--- config.mk ---
export PLATFORM = sky130hd
export DESIGN_NAME = conv_operand_sequencer_flat
export DESIGN_NICKNAME = d
export VERILOG_FILES = /design/src/rtl/conv_operand_sequencer_if.sv /design/src/rtl/conv_operand_sequencer.sv /design/src/flat_wrapper.sv
export SDC_FILE = /design/constraint.sdc
export NUM_CORES = 1
export LEC_CHECK = 0
export ABC_AREA = 1
export CAP_MARGIN = 15
export CORE_ASPECT_RATIO = 1.1
export CORE_UTILIZATION = 60
export CTS_CLUSTER_SIZE = 8
export DETAILED_ROUTE_END_ITERATION = 16
export PLACE_DENSITY = 0.79
export SYNTH_ARGS = -nofsm -noshare
export SYNTH_HDL_FRONTEND = slang
export SYNTH_SLANG_ARGS = --single-unit
--- constraint.sdc ---
create_clock -name clk -period 4.3 [get_ports clk]
set_clock_uncertainty 0.2 [all_clocks]
set_input_delay 1.29 -clock clk [delete_from_list [all_inputs] [get_ports clk]]
set_output_delay 1.29 -clock clk [all_outputs]
set_load 0.01 [all_outputs]
--- src/rtl/conv_operand_sequencer_if.sv ---
// Stream-load and MAC-operand signal bundle for conv_operand_sequencer.
// slave = the sequencer; master = the stream source / MAC side.
interface conv_operand_sequencer_if #(
  parameter int WIDTH = 14
);
  logic                    s_valid;
  logic signed [WIDTH-1:0] s_data;
  logic                    s_ready;
  logic                    issue_en;
  logic signed [WIDTH-1:0] mac_a;
  logic signed [WIDTH-1:0] mac_b;
  logic                    mac_valid;
  logic                    mac_last;
  logic                    mac_clear;

  modport master (
    output s_valid, s_data, issue_en,
    input  s_ready, mac_a, mac_b, mac_valid, mac_last, mac_clear
  );

  modport slave (
    input  s_valid, s_data, issue_en,
    output s_ready, mac_a, mac_b, mac_valid, mac_last, mac_clear
  );
endinterface

--- src/rtl/conv_operand_sequencer.sv ---
// Loads M taps and N samples, then feeds (x[j+k], w[k]) pairs to the MAC per sliding window.
// Optional macro SEQ_ZERO_SKIP_EN: skip zero taps other than the last one of each window.
module conv_operand_sequencer #(
  parameter int WIDTH = 14,
  parameter int M     = 4,
  parameter int N     = 16,
  parameter int DRAIN = 8
) (
  input  logic                          clk,
  input  logic                          reset,
  input  logic                          start,
  conv_operand_sequencer_if.slave       bus,
  output logic                          busy,
  output logic                          done
);

  localparam int CW = $clog2(N + 1);
  localparam int WA = (M > 1) ? $clog2(M) : 1;
  localparam int XA = (N > 1) ? $clog2(N) : 1;
  localparam int DW = (DRAIN > 1) ? $clog2(DRAIN + 1) : 1;

  typedef enum logic [2:0] {
    ST_IDLE,
    ST_LOAD_W,
    ST_LOAD_X,
    ST_CLEAR,
    ST_ISSUE,
    ST_DRAIN,
    ST_DONE
  } state_t;

  state_t state, state_next;

  logic [CW-1:0] cnt, cnt_next;
  logic [CW-1:0] j, j_next;
  logic [CW-1:0] k, k_next;
  logic [CW-1:0] tap;
  logic [DW-1:0] dcnt, dcnt_next;

  logic signed [WIDTH-1:0] w_mem [M];
  logic signed [WIDTH-1:0] x_mem [N];
  logic                    w_we, x_we;

  logic                    s_ready_q;
  logic signed [WIDTH-1:0] mac_a_q, mac_b_q, a_next, b_next;
  logic                    mac_valid_q, mac_last_q, mac_clear_q;
  logic                    valid_next, last_next;
  logic                    accept;

  assign accept        = bus.s_valid && s_ready_q;
  assign bus.s_ready   = s_ready_q;
  assign bus.mac_a     = mac_a_q;
  assign bus.mac_b     = mac_b_q;
  assign bus.mac_valid = mac_valid_q;
  assign bus.mac_last  = mac_last_q;
  assign bus.mac_clear = mac_clear_q;

  // NOTE: the register files carry no reset; their contents are always rewritten by a load before use.
  always_ff @(posedge clk) begin
    if (w_we) w_mem[WA'(cnt)] <= bus.s_data;
    if (x_we) x_mem[XA'(cnt)] <= bus.s_data;
  end

  // NOTE: every state/output flop uses non-blocking assignment so all registers update together.
  always_ff @(posedge clk) begin
    if (reset) begin
      state       <= ST_IDLE;
      cnt         <= '0;
      j           <= '0;
      k           <= '0;
      dcnt        <= '0;
      s_ready_q   <= 1'b0;
      mac_a_q     <= '0;
      mac_b_q     <= '0;
      mac_valid_q <= 1'b0;
      mac_last_q  <= 1'b0;
      mac_clear_q <= 1'b0;
      busy        <= 1'b0;
      done        <= 1'b0;
    end else begin
      state       <= state_next;
      cnt         <= cnt_next;
      j           <= j_next;
      k           <= k_next;
      dcnt        <= dcnt_next;
      s_ready_q   <= (state_next == ST_LOAD_W) || (state_next == ST_LOAD_X);
      mac_a_q     <= a_next;
      mac_b_q     <= b_next;
      mac_valid_q <= valid_next;
      mac_last_q  <= last_next;
      mac_clear_q <= (state_next == ST_CLEAR);
      busy        <= (state_next != ST_IDLE);
      done        <= (state_next == ST_DONE);
    end
  end

  // NOTE: every variable gets a default first so no path through the case can infer a latch.
  always_comb begin
    state_next = state;
    cnt_next   = cnt;
    j_next     = j;
    k_next     = k;
    dcnt_next  = dcnt;
    a_next     = mac_a_q;
    b_next     = mac_b_q;
    valid_next = 1'b0;
    last_next  = 1'b0;
    w_we       = 1'b0;
    x_we       = 1'b0;
    tap        = k;

`ifdef SEQ_ZERO_SKIP_EN
    // Lowest nonzero tap at or above k; the last tap is taken even when zero.
    tap = CW'(M - 1);
    for (int i = M - 2; i >= 0; i--) begin
      if ((CW'(i) >= k) && (w_mem[WA'(i)] != '0)) tap = CW'(i);
    end
`endif

    case (state)
      ST_IDLE: begin
        if (start) begin
          state_next = ST_LOAD_W;
          cnt_next   = '0;
          j_next     = '0;
          k_next     = '0;
          dcnt_next  = '0;
        end
      end

      ST_LOAD_W: begin
        if (accept) begin
          w_we = 1'b1;
          if (cnt == CW'(M - 1)) begin
            state_next = ST_LOAD_X;
            cnt_next   = '0;
          end else begin
            cnt_next = cnt + 1'b1;
          end
        end
      end

      ST_LOAD_X: begin
        if (accept) begin
          x_we = 1'b1;
          if (cnt == CW'(N - 1)) begin
            state_next = ST_CLEAR;
            cnt_next   = '0;
            j_next     = '0;
          end else begin
            cnt_next = cnt + 1'b1;
          end
        end
      end

      ST_CLEAR: begin
        k_next     = '0;
        state_next = ST_ISSUE;
      end

      ST_ISSUE: begin
        if (bus.issue_en) begin
          a_next     = x_mem[XA'(j) + XA'(tap)];
          b_next     = w_mem[WA'(tap)];
          valid_next = 1'b1;
          last_next  = (tap == CW'(M - 1));
          if (tap == CW'(M - 1)) begin
            state_next = ST_DRAIN;
            dcnt_next  = '0;
          end else begin
            k_next = tap + 1'b1;
          end
        end
      end

      ST_DRAIN: begin
        if (dcnt == DW'(DRAIN - 1)) begin
          dcnt_next = '0;
          if (j != CW'(N - M)) begin
            j_next     = j + 1'b1;
            state_next = ST_CLEAR;
          end else begin
            state_next = ST_DONE;
          end
        end else begin
          dcnt_next = dcnt + 1'b1;
        end
      end

      ST_DONE: state_next = ST_IDLE;

      default: state_next = ST_IDLE;
    endcase
  end

endmodule

--- src/flat_wrapper.sv ---
// flat-port wrapper written by rule: the top's interface ports become plain ports
module conv_operand_sequencer_flat 
#(
  parameter int WIDTH = 14,
  parameter int M     = 4,
  parameter int N     = 16,
  parameter int DRAIN = 8
)
  (clk, reset, start, busy, done, bus_s_valid, bus_s_data, bus_issue_en, bus_s_ready, bus_mac_a, bus_mac_b, bus_mac_valid, bus_mac_last, bus_mac_clear);
  conv_operand_sequencer_if #(.WIDTH(WIDTH)) bus_i ();
  input  logic clk;
  input  logic reset;
  input  logic start;
  output logic busy;
  output logic done;
  input wire logic [$bits(bus_i.s_valid)-1:0] bus_s_valid;
  input wire logic [$bits(bus_i.s_data)-1:0] bus_s_data;
  input wire logic [$bits(bus_i.issue_en)-1:0] bus_issue_en;
  output wire logic [$bits(bus_i.s_ready)-1:0] bus_s_ready;
  output wire logic [$bits(bus_i.mac_a)-1:0] bus_mac_a;
  output wire logic [$bits(bus_i.mac_b)-1:0] bus_mac_b;
  output wire logic [$bits(bus_i.mac_valid)-1:0] bus_mac_valid;
  output wire logic [$bits(bus_i.mac_last)-1:0] bus_mac_last;
  output wire logic [$bits(bus_i.mac_clear)-1:0] bus_mac_clear;
  assign bus_i.s_valid = bus_s_valid;
  assign bus_i.s_data = bus_s_data;
  assign bus_i.issue_en = bus_issue_en;
  assign bus_s_ready = bus_i.s_ready;
  assign bus_mac_a = bus_i.mac_a;
  assign bus_mac_b = bus_i.mac_b;
  assign bus_mac_valid = bus_i.mac_valid;
  assign bus_mac_last = bus_i.mac_last;
  assign bus_mac_clear = bus_i.mac_clear;
  conv_operand_sequencer #(.WIDTH(WIDTH), .M(M), .N(N), .DRAIN(DRAIN)) u_core (.clk(clk), .reset(reset), .start(start), .bus(bus_i), .busy(busy), .done(done));
endmodule
### Word level (Yosys, flattened, before mapping)

Memories as Yosys holds them, arrays and structs flattened. A register that Yosys moved wholly into a read port is not among the register bits.
Cells that the tools add are included.

| storage, ports and cells | value |
|---|---|
| bits in registers | 28 |
| bits in writable memories | 280 |
| output and inout port bits | 34 |
| word-level logic and storage cells | 95 |
| memories | 2 |

Memories:

| memory | depth | width | rd ports | clocked after Yosys merged registers in | wr ports | RTL line | RTL |
|---|---|---|---|---|---|---|---|
| u_core.x_mem | 16 | 14 | 1 | 1 | 1 | conv_operand_sequencer.sv:41 | `logic signed [WIDTH-1:0] x_mem [N];` |
| u_core.w_mem | 4 | 14 | 1 | 1 | 1 | conv_operand_sequencer.sv:40 | `logic signed [WIDTH-1:0] w_mem [M];` |

| cells by class | value |
|---|---|
| add/subtract/negate cells | 5 |
| equal/unequal tests | 23 |
| multiplexer cells | 37 |
| bitwise logic cells | 2 |
| reduce and logical (&&, ||, !) cells | 15 |

Operators by type and width:

| kind | count |
|---|---|
| 5-bit 2-to-1 mux | 11 |
| 5-bit one-hot mux with 3 select lines | 3 |
| 3-bit 2-to-1 mux | 9 |
| 3-bit one-hot mux with 6 select lines | 1 |
| 4-bit 2-to-1 mux | 4 |
| 5-bit by 1-bit adder with 5-bit output (second input constant) | 3 |
| 3-bit nonzero test | 5 |
| 3-bit by 2-bit == test with 1-bit output (second input constant) | 4 |
| 2-bit by 1-bit != test with 1-bit output (second input constant) | 6 |
| 4-bit one-hot mux with 3 select lines | 1 |
| 4-bit AND reduction | 3 |
| 5-bit by 2-bit == test with 1-bit output (second input constant) | 2 |
| 3-bit == test (second input constant) | 3 |
| 1-bit 2-to-1 mux | 8 |
| 3-bit by 1-bit == test with 1-bit output (second input constant) | 2 |
| 2-bit != test (second input constant) | 3 |
| 6-bit AND reduction | 1 |
| 5-bit by 4-bit == test with 1-bit output (second input constant) | 1 |
| 5-bit by 4-bit != test with 1-bit output (second input constant) | 1 |
| 4-bit by 1-bit adder with 4-bit output (second input constant) | 1 |
| 4-bit adder | 1 |
| 4-bit by 3-bit == test with 1-bit output (second input constant) | 1 |
| 3-bit logical NOT | 1 |
| 3-bit OR reduction | 1 |
| other kinds (5) | 6 |

### Depth between registers and ports, before layout

| logic depth | value |
|---|---|
| word-level depth | 6 |
| gate-level depth with buffers | 13 |
| gate-level depth less buffers | 12 |

### Worst setup path before layout

No wires, ideal clock.

| path | value |
|---|---|
| path kind | input -> register |
| start | input bus_s_valid |
| end | memory u_core.x_mem[11][0], enable pin |
| setup time | 403 ps |
| data arrival time | 2,678 ps |
| required time | 3,697 ps |
| setup slack | 1,019 ps |
| stages | 4 |
| path through | nand2_1 nor2_2 inv_1 nor3_1 |

| between the ends | value |
|---|---|
| word-level cells in the longest chain between the ends | 5 |

Ends and longest elaborated chain:

| item | RTL line | RTL |
|---|---|---|
| from (decl) | flat_wrapper.sv:16 | `input wire logic [$bits(bus_i.s_valid)-1:0] bus_s_valid;` |
| 1-bit logical AND | conv_operand_sequencer.sv:50 | `assign accept = bus.s_valid && s_ready_q;` |
| 1-bit 2-to-1 mux | conv_operand_sequencer.sv:144 | `if (accept) begin` |
| 1-bit 2-to-1 mux | conv_operand_sequencer.sv:120 | `case (state)` |
| 1-bit 2-to-1 mux | conv_operand_sequencer.sv:61 | `if (x_we) x_mem[XA'(cnt)] <= bus.s_data;` |
| 1-bit 2-to-1 mux (implied by the code) | conv_operand_sequencer.sv:61 |  |
| to (decl) | conv_operand_sequencer.sv:41 |  |

No other way between the ends.

### Worst setup path in the final report

| path | value |
|---|---|
| start | register u_core.k[1] |
| end | register u_core.mac_a_q[6] (netlist: u_core.bus.mac_a[6]), read port of u_core.x_mem |

| between the ends | value |
|---|---|
| word-level cells in the longest chain between the ends | 1 |

Ends and longest elaborated chain:

| item | RTL line | RTL |
|---|---|---|
| from (decl) | conv_operand_sequencer.sv:36 | `logic [CW-1:0] k, k_next;` |
| from (signal assigned) | conv_operand_sequencer.sv:84 | `k <= k_next;` |
| 4-bit adder | conv_operand_sequencer.sv:163 | `a_next = x_mem[XA'(j) + XA'(tap)];` |
| to (decl) | conv_operand_sequencer.sv:45 | `logic signed [WIDTH-1:0] mac_a_q, mac_b_q, a_next, b_next;` |

No other way between the ends.
A chain may end at the register's enable or synchronous reset.

==> results_dict.tcl <==
set metrics [dict create \
    outcome "finished, final reports clean" \
    comb_power_share_pct 5.8 \
    timing.final.crit_period_ns 3.224 \
    finalSetupTns_ns 0 \
    grt_remaining_overflow 0 \
    via_per_inst 5.642 \
    postCtsSetupRepairBufs 0 \
    final_common_cell "nand2_1" \
    worstPathRequired_ns 4.51 \
    drtPass1Iterations 5 \
    clockRootBuffer "clkbuf_16" \
    ys_types 37 \
    synthFlopType "edfxtp_1" \
    area_delta_synth_final_pct 15.56 \
    grt_pass1_vias 9675 \
    drive_gt1_share_pct 7.490 \
    pwr-share-seq_pct 47.9 \
    worstPathCellList "inv_1 -> fa_2 -> inv_2 -> buf_4 -> nand3_1 -> nand3_1 -> nand3_1 -> nand3_1 -> a21oi_1" \
    vdd_drop_max_mv 0.4192 \
    hold_viol_final 0 \
    end_kind "flop" \
    crit_family "buffers and inverters" \
    clock-sinks 336 \
    setup_viol_count_final 0 \
    holdCritPathClass "flop to flop" \
    post_cts_resized 0 \
    crit_top_cell "nand3_1" \
    n_antenna_cell 0 \
    start_util_pct 61.71 \
    cts_buffers 48 \
    reg2regPathDepth 9 \
    clk_latency_ns 0.56 \
    worstReg2RegEnd "u_core.bus.mac_a[6]" \
    clockPowerShare_pct 46.4 \
    io_pins 53 \
    p_per_area_mw_per_mm2 450.5 \
    avgSynthCellArea_um2 10.39 \
    p_sw_w 0.001660 \
    critPathSlowestCell "fa_2" \
    start_kind "flop" \
    place_congestion 0.8987 \
    crit_fanout 29 \
    p_total_w 0.007413 \
    finish.utilization_pct 71.31 \
    syn_area_mm2 0.01424 \
    avgRoutedWirePerCell_um 18.72 \
    die_w_um 148.9 \
    grt_pass1_wl_um 51760 \
    tritoncts "built" \
    layout_common_cells "nand2_1 (357), edfxtp_1 (280), nand3_1 (208)" \
    slew_headroom_pct 24.45 \
    ant_nets 0 \
    dp_hpwl_um 20230 \
    nFillCells 1624 \
    dieHeight_um 163.6 \
    cp.buffers_inverters 3 \
    syn_inst 1370 \
    clkSlewWorstSetupHoldPaths_ns 0.05 \
    clk_path_buf_depth 3 \
    cp-endpoint "u_core.bus.mac_a[6]" \
    grt_antenna_before_repair 0 \
    switching_share_pct 22.39 \
    worst_ep_arrival_time_ns 3.43 \
    num_vias 10050 \
    core_mm2 0.02308 \
    yosys_register_bits 336 \
    port_buffers 52 \
    drtIter0Drc 1074 \
    cap_violations 0 \
    rows 58 \
    fmax_mhz 310.1 \
    power.leakage_nw 6.376 \
    nets 1476 \
    critPathMaxStageDelay_ns 0.58 \
    fin_crit_sh_pct 74.99 \
    htreeDepth 2 \
    drc 0 \
    startpoint "u_core.k[1]" \
    grt_max_degree 77 \
    ff2ff_setup_slack_ns 1.08 \
    slew_viol_final 0 \
    die_area_mm2 0.02435 \
    rsz0062_at_grt "false" \
    tightest_slew_ns 1.130 \
    yosysWarnings 0 \
    postCtsHoldBufs 0 \
    path_class "flop to flop" \
    track_usage_pct 28.37 \
    drt-total-wl_um 33360 \
    async_flop_share_pct 0 \
    synth-seq-area-share_pct 66.92 \
    synth_edf_count 280 \
    p_int_w 0.005753 \
    path_depth 9 \
    synth_nets 1403 \
    r2r-start "u_core.k[1]" \
]
==> final cells by class <==
cell class / instances / area [µm²] / area share, %
Multi-Input combinational cell: 816 / 3791 / 23.04
Clock inverter: 5 / 57.56 / 0.3498
Tap cell: 300 / 375.4 / 2.281
Inverter: 156 / 585.6 / 3.558
Sequential cell: 336 / 9529 / 57.91
Timing Repair Buffer: 85 / 780.7 / 4.745
Clock buffer: 84 / 1336 / 8.120
==> sequential cells by signal (all words and copies together), names as in the netlist <==
signal,flops
u_core.bus.mac_clear,1
u_core.bus.mac_last,1
u_core.bus.mac_b,14
u_core.dcnt,4
u_core.done,1
u_core.bus.s_ready,1
u_core.cnt,5
u_core.x_mem,224
u_core.w_mem,56
u_core.busy,1
u_core.j,5
u_core.bus.mac_a,14
u_core.state,3
u_core.bus.mac_valid,1
u_core.k,5
==> worst min-delay path: stages (launching register included) <==
cell	delay, ns
dfxtp_1	0.30
nand2_1	0.06
a21oi_1	0.06
==> kinds of logic (layout without fill, tap and decap cells) <==
logic type      after synthesis  in the layout  synth area share [%]
flops                       336            336                 66.92
compound gates              104            104                 3.848
simple gates                689            689                 20.54
buf+inv                     218            330                 6.669
xor+xnor                      9              9                0.7381
fa+ha+maj                    14             14                 1.283
==> stage by stage <==
| step | area (µm²) | hold WS, ns | worst slack [ns] | instances |
|---|---|---|---|---|
| after detailed placement | 15060 | 0.2629 | 1.022 | 1693 |
| after global routing | 16460 | 0.2910 | 0.9269 | 1782 |
| final | 16460 | 0.2699 | 1.076 | 1782 |
| after floorplan | 14240 | 0.2587 | 1.019 | 1370 |
| after CTS | 16460 | 0.2708 | 1.111 | 1782 |
| after global placement | 15060 | 0.2554 | 1.054 | 1693 |
==> layer usage <==
layer  track usage (%)  vias up  share of wire (%)
met4             13.08        0                4.0
met3             5.363       81                 10
met5                 0        -                  0
met1             38.49     4698                 39
li1                  -     4730                  -
met2             44.52      545                 47
==> synthesized netlist by cell type (all sizes together) (2+ instances only) <==
master / n / area [µm²]
a21oi: 35 / 175.2
a31oi: 14 / 87.58
buf: 38 / 214.0
clkbuf: 24 / 150.1
dfxtp: 56 / 1121
edfxtp: 280 / 8408
ha: 13 / 162.7
inv: 156 / 585.6
nand2: 359 / 1358
nand3: 210 / 1069
nand4: 3 / 18.77
nor2: 108 / 425.4
nor3: 5 / 25.02
o21ai: 53 / 269.0
or2: 2 / 12.51
xnor2: 3 / 33.79
xor2: 6 / 71.32
==> power by group through the flow <==
stage / sequential, W / combinational, W / clock (W)
after global placement: 0.00361 / 0.000407 / 0
after detailed placement: 0.00361 / 0.000418 / 0
after floorplan: 0.00361 / 0.000258 / 0
final: 0.00355 / 0.000428 / 0.00344
after global routing: 0.00355 / 0.000469 / 0.00360
after CTS: 0.00355 / 0.000423 / 0.00346
==> worst min-delay path by stage <==
stage                                     from                   end  cells past startpoint
after floorplan                  u_core.cnt[4]         u_core.cnt[4]                      2
after global placement    u_core.bus.mac_a[11]  u_core.bus.mac_a[11]                      2
after detailed placement   u_core.bus.mac_a[0]   u_core.bus.mac_a[0]                      2
after CTS                 u_core.bus.mac_a[11]  u_core.bus.mac_a[11]                      2
after global routing      u_core.bus.mac_a[12]  u_core.bus.mac_a[12]                      2
final                     u_core.bus.mac_a[11]  u_core.bus.mac_a[11]                      2
(Power assumes the default switching activity.)
